<file path="src/rtl/program_loader.sv">
// Writer side of program memory: holds the processor halted while load_mode is high.
// Each enter press writes the switch word to the next address until END_WORD arrives or memory fills.
module program_loader #(
    parameter int                    DATA_WIDTH = 16,
    parameter int                    ADDR_WIDTH = 16,
    parameter int                    MEM_DEPTH  = 32,
    parameter logic [DATA_WIDTH-1:0] END_WORD   = {DATA_WIDTH{1'b1}}
) (
    input  logic                  read_clock,
    input  logic                  reset,
    input  logic                  load_mode,
    input  logic                  enter,
    input  logic [DATA_WIDTH-1:0] entrada_switches,
    output logic                  we_memProg,
    output logic [ADDR_WIDTH-1:0] write_addr,
    output logic [DATA_WIDTH-1:0] dataMemProg,
    output logic                  haltLoad,
    output logic                  cpu_start,
    output logic                  load_done,
    output logic                  load_full,
    output logic [ADDR_WIDTH-1:0] word_count,
    output logic [DATA_WIDTH-1:0] display_word
);

    localparam logic [ADDR_WIDTH-1:0] LAST_ADDR = ADDR_WIDTH'(MEM_DEPTH - 1);
    localparam logic [ADDR_WIDTH-1:0] ONE       = ADDR_WIDTH'(1);

    typedef enum logic [2:0] {
        IDLE,
        WAIT_WORD,
        WRITE,
        DONE,
        FULL
    } state_t;

    state_t                state_q, state_d;
    logic                  enter_prev_q;
    logic                  we_q, we_d;
    logic [ADDR_WIDTH-1:0] addr_q, addr_d;
    logic [DATA_WIDTH-1:0] data_q, data_d;
    logic                  halt_q, halt_d;
    logic                  start_q, start_d;
    logic                  done_q, done_d;
    logic                  full_q, full_d;
    logic [ADDR_WIDTH-1:0] count_q, count_d;
    logic [DATA_WIDTH-1:0] disp_q, disp_d;
    logic                  enter_rise;

    assign enter_rise = enter & ~enter_prev_q;

    always_ff @(posedge read_clock or posedge reset) begin
        if (reset) begin
            state_q      <= IDLE;
            enter_prev_q <= 1'b0;
            we_q         <= 1'b0;
            addr_q       <= '0;
            data_q       <= '0;
            halt_q       <= 1'b0;
            start_q      <= 1'b0;
            done_q       <= 1'b0;
            full_q       <= 1'b0;
            count_q      <= '0;
            disp_q       <= '0;
        end else begin
            state_q      <= state_d;
            enter_prev_q <= enter;
            we_q         <= we_d;
            addr_q       <= addr_d;
            data_q       <= data_d;
            halt_q       <= halt_d;
            start_q      <= start_d;
            done_q       <= done_d;
            full_q       <= full_d;
            count_q      <= count_d;
            disp_q       <= disp_d;
        end
    end

    // Every output is computed one cycle ahead from the next state so it leaves a flop.
    always_comb begin
        state_d = state_q;
        we_d    = 1'b0;
        addr_d  = addr_q;
        data_d  = data_q;
        start_d = 1'b0;
        done_d  = done_q;
        full_d  = full_q;
        count_d = count_q;
        disp_d  = disp_q;

        unique case (state_q)
            IDLE: begin
                if (load_mode) begin
                    state_d = WAIT_WORD;
                    addr_d  = '0;
                    count_d = '0;
                    done_d  = 1'b0;
                    full_d  = 1'b0;
                end
            end
            WAIT_WORD: begin
                if (!load_mode) begin
                    state_d = IDLE;
                end else if (enter_rise) begin
                    data_d = entrada_switches;
                    disp_d = entrada_switches;
                    if (entrada_switches == END_WORD) begin
                        state_d = DONE;
                        done_d  = 1'b1;
                    end else begin
                        state_d = WRITE;
                        we_d    = 1'b1;
                    end
                end
            end
            WRITE: begin
                count_d = count_q + ONE;
                if (addr_q == LAST_ADDR) begin
                    state_d = FULL;
                    full_d  = 1'b1;
                end else begin
                    state_d = WAIT_WORD;
                    addr_d  = addr_q + ONE;
                end
            end
            DONE: begin
                if (!load_mode) begin
                    state_d = IDLE;
                    start_d = 1'b1;
                end
            end
            FULL: begin
                if (!load_mode) begin
                    state_d = IDLE;
                end
            end
            default: state_d = IDLE;
        endcase

        halt_d = (state_d != IDLE);
    end

    assign we_memProg   = we_q;
    assign write_addr   = addr_q;
    assign dataMemProg  = data_q;
    assign haltLoad     = halt_q;
    assign cpu_start    = start_q;
    assign load_done    = done_q;
    assign load_full    = full_q;
    assign word_count   = count_q;
    assign display_word = disp_q;

endmodule

</file>
<file path="config.mk">
export PLATFORM = sky130hd
export DESIGN_NAME = program_loader
export DESIGN_NICKNAME = d
export VERILOG_FILES = /design/src/rtl/program_loader.sv
export SDC_FILE = /design/constraint.sdc
export NUM_CORES = 1
export LEC_CHECK = 0
export CAP_MARGIN = 25
export CORE_ASPECT_RATIO = 1.25
export CORE_UTILIZATION = 25
export DETAILED_ROUTE_END_ITERATION = 8
export MAX_ROUTING_LAYER = met4
export PLACE_DENSITY = 0.62
export SYNTH_ARGS = -nofsm -noshare
export SYNTH_HDL_FRONTEND = slang
export SYNTH_SLANG_ARGS = --single-unit
</file>
<file path="constraint.sdc">
create_clock -name read_clock -period 1.65 [get_ports read_clock]
set_input_delay 0.33 -clock read_clock [delete_from_list [all_inputs] [get_ports read_clock]]
set_output_delay 0.33 -clock read_clock [all_outputs]
set_load 0.03 [all_outputs]
</file>
# Word level (Yosys, flattened, before mapping)
# Index checks and enable logic that the tools add are counted.
[totals]
word_cells = 60
in_bits = 20
out_inout_bits = 69
regBits = 57
[classes]
bitwise = 2
eq_ne = 12
n_reduce_logical = 10
muxes = 24
addsub = 2
[op_table]
columns = ["cell", "count"]
rows = [
  ["$pmux 16 s2", 2],
  ["$add 16x1->16 const B", 2],
  ["$mux 16", 2],
  ["$eq 16x16->1 const B", 1],
  ["$eq 16x5->1 const B", 1],
  ["$mux 3", 5],
  ["$mux 1", 12],
  ["$ne 2x2->1 const B", 6],
  ["$pmux 3 s4", 1],
  ["$reduce_and 3->1", 3],
  ["$eq 3x2->1 const B", 2],
  ["$reduce_and 5->1", 1],
  ["$pmux 1 s2", 2],
  ["$reduce_bool 2->1", 2],
  ["$eq 3x1->1 const B", 1],
  ["$eq 3x3->1 const B", 1],
  ["$logic_not 3->1", 1],
  ["$reduce_bool 3->1", 1],
  ["$reduce_and 2->1", 1],
  ["$reduce_or 2->1", 1],
  ["$and 1x1->1", 1],
  ["$not 1->1", 1],
]

# Longest topological paths before layout
[depth]
ltp_word = 6
ltp_mapped = 7
ltp_nobuf = 5

# Worst setup path after synthesis
# Ideal clock, no wire load.
[synth_timing]
kind = "register -> register"
from = "reg addr_q[0] (netlist: write_addr[0])"
to = "reg halt_q (netlist: haltLoad)"
setup_slack_ns = -0.390
stages_incl_launch_ff = 7
arrival_ns = 1.909
path_buffers = 1
cell_sequence = "dfrtp_1 ha_1 nand4_1 and4b_1 clkbuf_1 nor2_1 or3_1"
[synth_between]
elab_chain_len = 4
[synth_lines]
columns = ["element", "line", "text"]
rows = [
  ["start: declaration", "39", "logic [ADDR_WIDTH-1:0] addr_q, addr_d;"],
  ["start signal: assignment", "68", "addr_q <= addr_d;"],
  ["$eq 16x5->1", "118", "if (addr_q == LAST_ADDR) begin"],
  ["$mux 3", "118", ""],
  ["$pmux 3 s4", "91", "unique case (state_q)"],
  ["$reduce_bool 3->1", "140", "halt_d = (state_d != IDLE);"],
  ["via halt_d", "41", "logic halt_q, halt_d;"],
  ["end signal: assignment", "70", "halt_q <= halt_d;"],
  ["end: declaration", "41", ""],
]
# The timed path passes the listed nets, and every way through them passes these cells.
# A chain may end at the register's enable or synchronous reset.

# Worst setup path after layout
[layout_timing]
from = "reg state_q[2]"
to = "reg addr_q[5] (netlist: write_addr[5])"
[layout_between]
elab_chain_len = 3
word_cells_on_any_way = 7
[layout_lines]
columns = ["element", "line", "text"]
rows = [
  ["start: declaration", "36", "state_t state_q, state_d;"],
  ["start signal: assignment", "65", "state_q <= state_d;"],
  ["$eq 3x2->1 or $logic_not 3->1 (tied branches)", "91", ""],
  ["$ne 2x2->1 (no source line) or $reduce_bool 2->1 (tied branches)", "n/a", ""],
  ["$reduce_and 3->1 (no source line)", "n/a", ""],
]
# Parallel ways exist; a longest one is shown, timed or not.

==> impl_results.md <==
- Slew headroom: 76.9%
- Cell Area, Synth: 2800 um^2
- Overall Global Routing Usage: 14.1%
- DR WL met2: 4080 um
- Status: complete, but fails checks
- Total Power: 4.46 mW
- Achievable Freq: 0.596 GHz
- Synth Register Bits: 57
- Initial drt markers: 116
- Clock buffer count from CTS: 9
- Starting Density: 26.1%
- Register-to-Register Setup Slack: -0.03 ns
- Nets@finish: 415
- Initial antenna violation count: 0
- Vias: 2,562
- Wl on met1: 3390 um
- Final Cell Area: 4560 um^2
- Number of max-cap violations: 0
- Global-route wire length before repair: 12,700 um
- Mapped Nets: 287
- Most frequent cells in the layout: 68 x dlygate4sd2_1, 50 x dfrtp_1, 46 x buf_4
- Filler instances: 1,070
- Pwr dens: 977 nW/um^2
- Area Overhead vs Synth: 63.0%
- Fraction of layout cells with a size suffix above 1: 32.4%
- DIE HEIGHT: 120 um
- Mapped Cells: 265
- Vias in the first global route: 2,611
- IO Port Bufs: 88
- Crit path launch type: register
- Placed inst area: 4070 um^2
- Most common flop cell mapped by yosys: dfrtp_1
- Final period utilization: 102%
- Final WS setup: -0.0267 ns
- Sequential-to-total area share from yosys stat: 50.9%
- Worst r2r src: state_q[2]
- CP Launch Point: state_q[2]
- Core area: 10,700 um^2
- Synthesized area per cell: 10.6 um^2
- Clock Path Buffers: 2
- Final hold viol count: 0
- Total global routing overflow: 0
- HPWL Detailed: 5490 um
- DRC violations left: 0
- TritonCTS clock tree: done
- Worst hold path class: primary input to asynchronous set/reset pin
- Number of distinct library cells after synthesis: 45
- Drt first pass iters: 4
- Clock sink total: 57
- Peak supply drop: 0.431 mV
- N_diodes: 0
- Die width: 96.7 um
- Antenna-violating nets left: 0
- Placer congestion estimate: 0.809
- H-tree depth: 3
- Final slew viol count: 0
- Largest net degree at the start of global routing: 58
- Clk pin slew, worst setup/hold paths: 0.05 ns
- Crit Path Category: register to register
- Ys async rst share: 100%
- Worst R2R Path Depth: 4
- Critical Path Sink Type: register
- Final Setup Violations: 2
- Worst-Skew Late Latency: 0.32 ns
- Failing checks: negative setup slack
- Most common cell after layout, fill and taps aside: dlygate4sd2_1
- Slew @ Worst Pin: 0.346 ns
- EDFF count, synth: 0
- Top layer in use: met4
- Minimum clock period: 1.68 ns
- I/O pin count: 89
- Clock root buffer: clkbuf_16
- RSZ-0062 raised after global routing: true
- Row cnt: 42
- Ys Warns: 0
- Arr. time, crit path: 1.93 ns
- Dpl ws: -0.167 ns
- Routed wl met3: 329 um
- Routed WL: 7900 um
- Critical path fanouts, max: 6
- Post-DR wirelength/cell: 14.9 um
- Vias per cell: 4.83
- Die ar.: 11,600 um^2
- Clock Skews: 0.00881 ns
- Static leakage: 2.18 nW
- Worst EP required: 1.90 ns
## worst max-delay path, stage by stage (launching register included)
cell,delay [ns]
dfrtp_1,0.42
or3b_4,0.43
buf_6,0.15
or4_4,0.48
a21oi_2,0.12
## per-stage QoR
| stage | util (%) | TNS (ns) | cells | hold slack, ns |
|---|---|---|---|---|
| floorplan | - | -0.652 | 265 | 0.361 |
| global placement | 38.0 | -3.01 | 503 | 0.489 |
| detailed placement | 38.0 | -4.20 | 503 | 0.486 |
| CTS | 40.6 | -0.0181 | 525 | 0.448 |
| global route | 42.6 | -0.685 | 530 | 0.466 |
| finish | 42.6 | -0.0414 | 530 | 0.430 |
## where the power goes
part,internal (mW),leakage [nW],total (mW),switching (mW)
clock,1.14,0.139,1.75,0.612
sequential,1.53,0.746,1.61,0.0861
combinational,0.407,1.30,1.10,0.692
total,3.07,2.18,4.46,1.39
## layer usage
layer,vias up,GRT usage (%)
met5,-,-
met4,0,5.78
li1,1225,-
met2,61,23.7
met3,8,3.53
met1,1268,16.2
## flip-flops by register name, indices dropped and copies added (netlist names)
register	count
we_memProg	1
load_done	1
word_count	16
cpu_start	1
load_full	1
state_q	3
display_word	16
haltLoad	1
write_addr	16
enter_prev_q	1
## final cells by class
| cell class | count | area [um^2] | area share [%] |
|---|---|---|---|
| inverter | 5 | 22.5 | 0.494 |
| clock inverter | 2 | 12.5 | 0.274 |
| tap | 132 | 165 | 3.62 |
| timing repair buffer | 143 | 1260 | 27.6 |
| clock buffer | 14 | 274 | 6.00 |
| multi-input combinational | 177 | 1390 | 30.5 |
| sequential | 57 | 1440 | 31.5 |
## final timing paths
check / to
max in group asynchronous: write_addr[1]
worst max register to register: write_addr[5]
min in group read_clock: enter_prev_q
worst min-delay path: display_word[12]
worst min register to register: load_full
worst max-delay path: write_addr[5]
## synth_stat cells (3+ instances only)
library cell  count  area share (%)
dfrtp_1          57              51
o21ai_0          22             3.9
nand2_1          19             2.5
buf_4            16             4.3
mux2_2           16             6.4
nand3_1          14             2.5
nor2_1           13             1.7
nand4_1          10             2.2
nor4_1            7             1.6
o211ai_1          7             1.9
o31ai_1           7             1.9
a21oi_1           6             1.1
clkbuf_1          6            0.80
inv_1             5            0.67
mux2i_1           5             1.8
or3_1             5             1.1
xnor2_1           5             1.6
a31oi_1           3            0.67
and4_1            3            0.94
buf_2             3            0.54
nand3b_1          3            0.80
## kinds of logic (layout without fill, tap and decap cells)
| family | after synthesis | after routing | share of synthesized area [%] |
|---|---|---|---|
| simple gates | 98 | 98 | 20.5 |
| flops | 57 | 57 | 50.9 |
| compound gates | 51 | 51 | 11.2 |
| buf+inv | 31 | 164 | 6.70 |
| mux | 21 | 21 | 8.22 |
| xor+xnor | 5 | 5 | 1.56 |
| fa+ha+maj | 2 | 2 | 0.894 |
## timing repair
action                                  CTS  global route
endpoints found under the setup margin   82            41
setup buffers                             5             5
resized for setup                        80            39
gates cloned                              1             0
hold buffers                              0             0
pin swaps                                 8            17
Note: power is estimated with default switching activity, not from simulation.
